File: src/rtl/z_m_nibble_serial_addsub.sv
// Nibble-serial W-bit adder/subtractor.
// A single 4-bit carry-select stage is reused once per clock, LSB nibble first,
// with the inter-nibble carry held in a register. Subtraction is performed as
// a + ~b + ~c_in, so c_in acts as a borrow-in and c_out reads 1 when no borrow.

// 4-bit carry-select stage: both carry-in cases are computed, and c_in picks one.
module z_m_sca_stage (
   output logic [3:0] sum,
   output logic       c_out,
   input  logic [3:0] a,
   input  logic [3:0] b,
   input  logic       c_in
);

   logic [4:0] w_res_c0;
   logic [4:0] w_res_c1;

   assign w_res_c0       = {1'b0, a} + {1'b0, b};
   assign w_res_c1       = {1'b0, a} + {1'b0, b} + 5'd1;
   assign {c_out, sum}   = c_in ? w_res_c1 : w_res_c0;

endmodule

module z_m_nibble_serial_addsub #(
   parameter int NIBBLES = 4
) (
   input  logic                 clk,
   input  logic                 rst_n,
   input  logic                 start,
   input  logic                 op_sub,
   input  logic [4*NIBBLES-1:0] a,
   input  logic [4*NIBBLES-1:0] b,
   input  logic                 c_in,
   output logic                 busy,
   output logic                 done,
   output logic [4*NIBBLES-1:0] sum,
   output logic                 c_out,
   output logic                 overflow
);

   localparam int W     = 4 * NIBBLES;
   localparam int IDX_W = (NIBBLES > 1) ? $clog2(NIBBLES) : 1;

   typedef enum logic {S_IDLE = 1'b0, S_RUN = 1'b1} state_t;

   state_t           r_state;
   state_t           w_next;

   logic [W-1:0]     r_a;
   logic [W-1:0]     r_b;       // operand B already inverted for subtraction
   logic             r_carry;
   logic [IDX_W-1:0] r_idx;
   logic [W-1:0]     r_sum;
   logic             r_c_out;
   logic             r_ovf;
   logic             r_done;

   logic             w_accept;
   logic             w_last;
   logic [3:0]       w_stg_a;
   logic [3:0]       w_stg_b;
   logic [3:0]       w_stg_sum;
   logic             w_stg_cout;

   assign w_accept = (r_state == S_IDLE) && start;
   assign w_last   = (r_idx == IDX_W'(NIBBLES - 1));
   assign w_stg_a  = r_a[4*r_idx +: 4];
   assign w_stg_b  = r_b[4*r_idx +: 4];

   z_m_sca_stage u_stage (
      .sum   (w_stg_sum),
      .c_out (w_stg_cout),
      .a     (w_stg_a),
      .b     (w_stg_b),
      .c_in  (r_carry)
   );

   // State register: IDLE / RUN.
   always_ff @(posedge clk or negedge rst_n) begin
      if (!rst_n) begin
         r_state <= S_IDLE;
      end else begin
         r_state <= w_next;
      end
   end

   // Next state: leave IDLE on start, return after the top nibble is processed.
   always_comb begin
      w_next = r_state;
      case (r_state)
         S_IDLE:  if (start)  w_next = S_RUN;
         S_RUN:   if (w_last) w_next = S_IDLE;
         default: w_next = S_IDLE;
      endcase
   end

   // Outputs: busy follows RUN directly; result and done come from registers.
   always_comb begin
      busy     = (r_state == S_RUN);
      done     = r_done;
      sum      = r_sum;
      c_out    = r_c_out;
      overflow = r_ovf;
   end

   // Datapath: capture operands on accept, then one nibble per clock while running.
   always_ff @(posedge clk or negedge rst_n) begin
      if (!rst_n) begin
         r_a     <= '0;
         r_b     <= '0;
         r_carry <= 1'b0;
         r_idx   <= '0;
         r_sum   <= '0;
         r_c_out <= 1'b0;
         r_ovf   <= 1'b0;
         r_done  <= 1'b0;
      end else begin
         r_done <= 1'b0;
         if (w_accept) begin
            r_a     <= a;
            r_b     <= op_sub ? ~b : b;
            r_carry <= op_sub ? ~c_in : c_in;
            r_idx   <= '0;
         end else if (r_state == S_RUN) begin
            r_sum[4*r_idx +: 4] <= w_stg_sum;
            r_carry             <= w_stg_cout;
            r_idx               <= r_idx + 1'b1;
            if (w_last) begin
               r_c_out <= w_stg_cout;
               // Same-signed operands producing a differently signed result.
               r_ovf   <= (r_a[W-1] == r_b[W-1]) && (w_stg_sum[3] != r_a[W-1]);
               r_done  <= 1'b1;
               r_idx   <= '0;
            end
         end
      end
   end

endmodule

File: config.mk
export PLATFORM = sky130hd
export DESIGN_NAME = z_m_nibble_serial_addsub
export DESIGN_NICKNAME = d
export VERILOG_FILES = /design/src/rtl/z_m_nibble_serial_addsub.sv
export SDC_FILE = /design/constraint.sdc
export NUM_CORES = 1
export LEC_CHECK = 0
export ABC_AREA = 1
export BUFFER_PORTS_ARGS = -buffer_cell sky130_fd_sc_hd__buf_2
export CORE_MARGIN = 2
export CORE_UTILIZATION = 59
export CTS_CLUSTER_SIZE = 30
export DETAILED_ROUTE_END_ITERATION = 12
export PLACE_DENSITY = 0.89
export SYNTH_ARGS = -nofsm -noshare
export SYNTH_HDL_FRONTEND = slang
export SYNTH_SLANG_ARGS = --single-unit
File: constraint.sdc
create_clock -name clk -period 8.7 [get_ports clk]
set_clock_uncertainty 0.15 [all_clocks]
set_input_delay 0.87 -clock clk [delete_from_list [all_inputs] [get_ports clk]]
set_output_delay 0.87 -clock clk [all_outputs]
set_load 0.01 [all_outputs]
# Word level (Yosys, flattened, before mapping)
# Index checks and enable logic that the tools add are counted.
[classes]
add_sub_neg = 4
eq_ne = 3
shift = 4
muxes = 15
n_bitwise = 4
n_reduce_logical = 5
[op_table]
columns = ["op", "n"]
rows = [
  ["$neg A4 Y34", 1],
  ["$shift A4 B34 Y16 const A", 1],
  ["$shiftx A4 B34 Y16", 1],
  ["$shiftx A16 B5 Y4", 2],
  ["$bwmux W16", 1],
  ["$mux W16", 1],
  ["$not A16 Y16", 1],
  ["$mux W1", 8],
  ["$mux W2", 3],
  ["$add A4 B4 Y5", 1],
  ["$add A5 B1 Y5 const B", 1],
  ["$mux W5", 1],
  ["$not A1 Y1", 3],
  ["$reduce_and A3 Y1", 1],
  ["$add A2 B1 Y2 const B", 1],
  ["$eq A2 B2 Y1 const B", 1],
  ["$logic_and A1 B1 Y1", 2],
  ["$pmux W1 S2", 1],
  ["$reduce_and A2 Y1", 1],
  ["$reduce_bool A2 Y1", 1],
  ["$eq A1 B1 Y1", 1],
  ["$ne A1 B1 Y1", 1],
]
[word_totals]
ff_bits = 55
inputBits = 37
output_inout_bits = 20

# Depth between registers and ports, before layout
[logic_depth]
depth_word = 6
ltp_mapped = 19
depth_no_buf = 17

# Hierarchy
# Synthesis repeated with hierarchy kept, for this count alone.
[unflattened]
cells_unflattened = 385
area_unflattened_um2 = 2945.3
[by_module_without_submodules]
columns = ["mod", "n_inst", "cells_each", "area_per_inst_um2"]
rows = [
  ["z_m_nibble_serial_addsub", 1, 338, 2682.6],
  ["z_m_sca_stage", 1, 47, 262.8],
]

# Least setup slack after synthesis
# No wires, ideal clock.
[synth_path]
kind = "reg2reg"
startpoint = "register r_idx[0]"
endpoint = "register r_sum[13] (netlist: sum[13])"
setup_ns = 0.083
arrival_ns = 2.574
required_time_ns = 8.467
slack_ns = 5.893
path_stages_with_launch = 17
path_buffers = 2
path_cell_list = "dfrtp_1 -> buf_2 -> clkinv_1 -> buf_2 -> nor2_1 -> o22ai_1 -> ha_1 -> inv_1 -> fa_1 -> inv_1 -> ha_1 -> nand2_1 -> o21ai_0 -> inv_1 -> nor2_1 -> nand2_1 -> o21ai_0"
[synth_between]
elab_chain_len = 6
elab_cells_between_ends = 9
cone_classes = "add/sub: 3; shift: 4; mux: 2"
[synth_lines]
columns = ["element", "line_no", "rtl"]
rows = [
  ["start: declaration", "52", "logic [IDX_W-1:0] r_idx;"],
  ["start signal: assignment", "127", "r_idx <= r_idx + 1'b1;"],
  ["$shiftx A16 B5 Y4 (on tied branches)", "67, 68", ""],
  ["$add A4 B4 Y5", "18, 19", ""],
  ["$add A5 B1 Y5", "19", "assign w_res_c1 = {1'b0, a} + {1'b0, b} + 5'd1;"],
  ["$mux W5", "20", "assign {c_out, sum} = c_in ? w_res_c1 : w_res_c0;"],
  ["$shiftx A4 B34 Y16", "125", "r_sum[4*r_idx +: 4] <= w_stg_sum;"],
  ["$bwmux W16 *", "125", ""],
  ["end signal: indexed assignment", "125", ""],
  ["end: declaration", "53", "logic [W-1:0] r_sum;"],
]
# Mark *: on every way between the ends. The rest lies on a longest branch, timed or not.
# A chain may end at the register's enable or synchronous reset.

# Worst setup path after layout
[layout_path]
startpoint = "register r_idx[0]"
endpoint = "register r_sum[5] (netlist: sum[5])"
# The elaborated chain is that of the path after synthesis.

==> impl_metrics.toml <==
[logic_synthesis]
synth_nets = 360
yosysSeqAreaShare = 0.4854
ys.flop_type = "dfrtp_1"
synth_edf_count = 0
synth.distinct_cells = 25
syn-cell-area_um2 = 2835
syn-mean-instance-area_um2 = 9.116
syn_inst = 311
async_reset_ff_frac = 1.000
yosys_warnings = 0
ys_seq_elements = 55

[clocking]
cts_tree = "built"
ctsRootBufferMaster = "clkbuf_8"
post_cts_buffers = 0
numCtsBuffers = 5
post_cts_resized = 0
max-clock-path-buffers = 2
cts.sinks = 55
cts_max_level = 2
insertion_delay_ns = 0.31
clk_pin_slew_worst_paths_ns = 0.09
cts_hold_buf = 0

[worst_setup_path]
rr_endpoint = "sum[5]"
ff2ff_path_depth = 14
path_max_fanout = 28
worstReg2RegStart = "r_idx[0]"
start_kind = "register"
endpoint_kind = "register"
required_ns = 8.77
rrSetupSlack_ns = 4.75
setup.worst_path.start = "r_idx[0]"
crit_end = "sum[5]"
path_class = "register to register"
cp.arrival_ns = 4.02

[cells_and_area]
fin_area_um2 = 3202
drive_above_1_share = 0.2452
final_common_cell = "nand2_1"
fillers = 362
area_delta_synth_final_pct = 12.93
final_nets = 411
mostFrequentLayoutCells = "nand2_1, buf_2, dfrtp_1, o21ai_0, nor2_1"
n_antenna_cell = 0
final_util = 0.6824

[floorplan]
dieArea_um2 = 5376
io_pins = 57
coreArea_um2 = 4692
start_util = 0.6043
die_y_um = 73.32
die_w_um = 73.32
fp-row-count = 25

[route]
drtPass1Iterations = 5
finalWirelength_um = 5649
drc = 0
routedWlPerCell_um = 13.55
drtIter0Drc = 103
antenna_left = 0
vias_per_cell = 5.422
vias = 2261

[timing]
post-route-min-period_ns = 3.951
setup_violations = 0
final_max_slew_viol_count = 0
slew_headroom = 0.4359
fin_setup_tns_ns = 0
fmax_mhz = 253.1
fin_crit_sh = 0.4541
final_hold_viol_count = 0
rsz0062_at_grt = "no"
worst_pin_slew_ns = 0.8461

[grt]
top_usage_layer = "met2"
use_met3 = 0.05624
grt.met2_usage = 0.3984
use_met1 = 0.2869
grt_first_pass_wirelength_um = 9528
antenna_found_initial = 0
grt-ovfl-total = 0
grt_pass1_vias = 2125
grt_max_degree = 56
track_usage = 0.2323

[place]
dp_hpwl_um = 4241
portBuffers = 56
place_area_um2 = 3107
gp_congestion = 0.8691

[power_and_ir_drop]
ir_drop_uv = 235.3
power_density_nw_per_um2 = 427.5
p_leak_uw = 0.001635
finalPower_uw = 1369

[worst_hold_path]
hold_path_class = "register to register"
hold_path_depth = 2
holdCritStartpoint = "sum[11]"

[outcome]
status = "completed"

[job]
drv_cap = 0
-- cell usage after synthesis, types with 6 or more instances --
cell	n	share of area
o21ai_0	38	0.067
inv_1	18	0.024
o22ai_1	6	0.013
nand3_1	10	0.018
mux2_2	16	0.064
buf_2	7	0.012
xnor2_1	17	0.053
dfrtp_1	55	0.49
a21oi_1	6	0.011
nand2_1	73	0.097
ha_1	11	0.049
nor2_1	27	0.036
-- cell families (layout without fill, tap and decap cells) --
logic type,count (synthesis),count (layout),synth area share
buf+inv,33,85,0.05604
mux,16,16,0.06355
flops,55,55,0.4854
fa+ha+maj,12,12,0.05560
xor+xnor,17,17,0.05251
compound gates,58,58,0.1125
simple gates,120,120,0.1743
-- sequential cells by signal, summed over array words and instances, names as in the netlist --
register,cells
busy,1
overflow,1
r_carry,1
sum,16
r_b,16
c_out,1
r_a,16
done,1
r_idx,2
-- stage by stage --
step           worst slack, ns  hold slack, ns  cells
2_1_floorplan            5.893          0.2978    311
3_3_place_gp             5.155          0.3071    409
3_5_place_dp             4.916          0.3130    409
4_1_cts                  4.819          0.3349    417
5_1_grt                  4.404          0.3516    417
6_report                 4.749          0.3342    417
-- cell type report --
| type | count | area [um^2] | area share |
|---|---|---|---|
| well taps | 54 | 67.56 | 0.02110 |
| inverters | 20 | 75.07 | 0.02345 |
| multi-input cells | 223 | 1300 | 0.4060 |
| flip-flops and latches | 55 | 1376 | 0.4299 |
| clock buffers | 7 | 86.33 | 0.02696 |
| repair buffers | 57 | 287.8 | 0.08988 |
| clock inverters | 1 | 8.758 | 0.002735 |
-- how the worst min path moves through the flow --
stage / end / slack [ns]
3_3_place_gp: sum[15] / 0.31
4_1_cts: sum[11] / 0.33
3_5_place_dp: sum[11] / 0.31
6_report: sum[11] / 0.33
5_1_grt: sum[11] / 0.35
2_1_floorplan: r_b[10] / 0.30
-- per-layer routing --
metal	part of all wire	up-vias
li1	-	1119
met1	0.42	1052
met2	0.50	80
met3	0.058	10
met4	0.019	0
met5	0	-
-- worst max-delay path, cell delays in order, from the launching register on --
cell and delay (ns):
dfrtp_1 0.90, clkinv_1 0.70, o21ai_0 0.41, o22ai_1 0.11, ha_1 0.24, inv_1 0.07
fa_1 0.44, inv_1 0.09, ha_1 0.14, nand2_1 0.05, o21ai_0 0.07, inv_1 0.07
nor2_1 0.12, nand2_1 0.09, o21ai_0 0.19
-- where the power goes --
part           internal, uW  total (uW)  leakage (uW)  switching (uW)
clock network          65.3         143     0.0000484            77.9
logic                   296         760      0.000892             464
registers               368         465      0.000695            96.8
(Power assumes the default switching activity.)
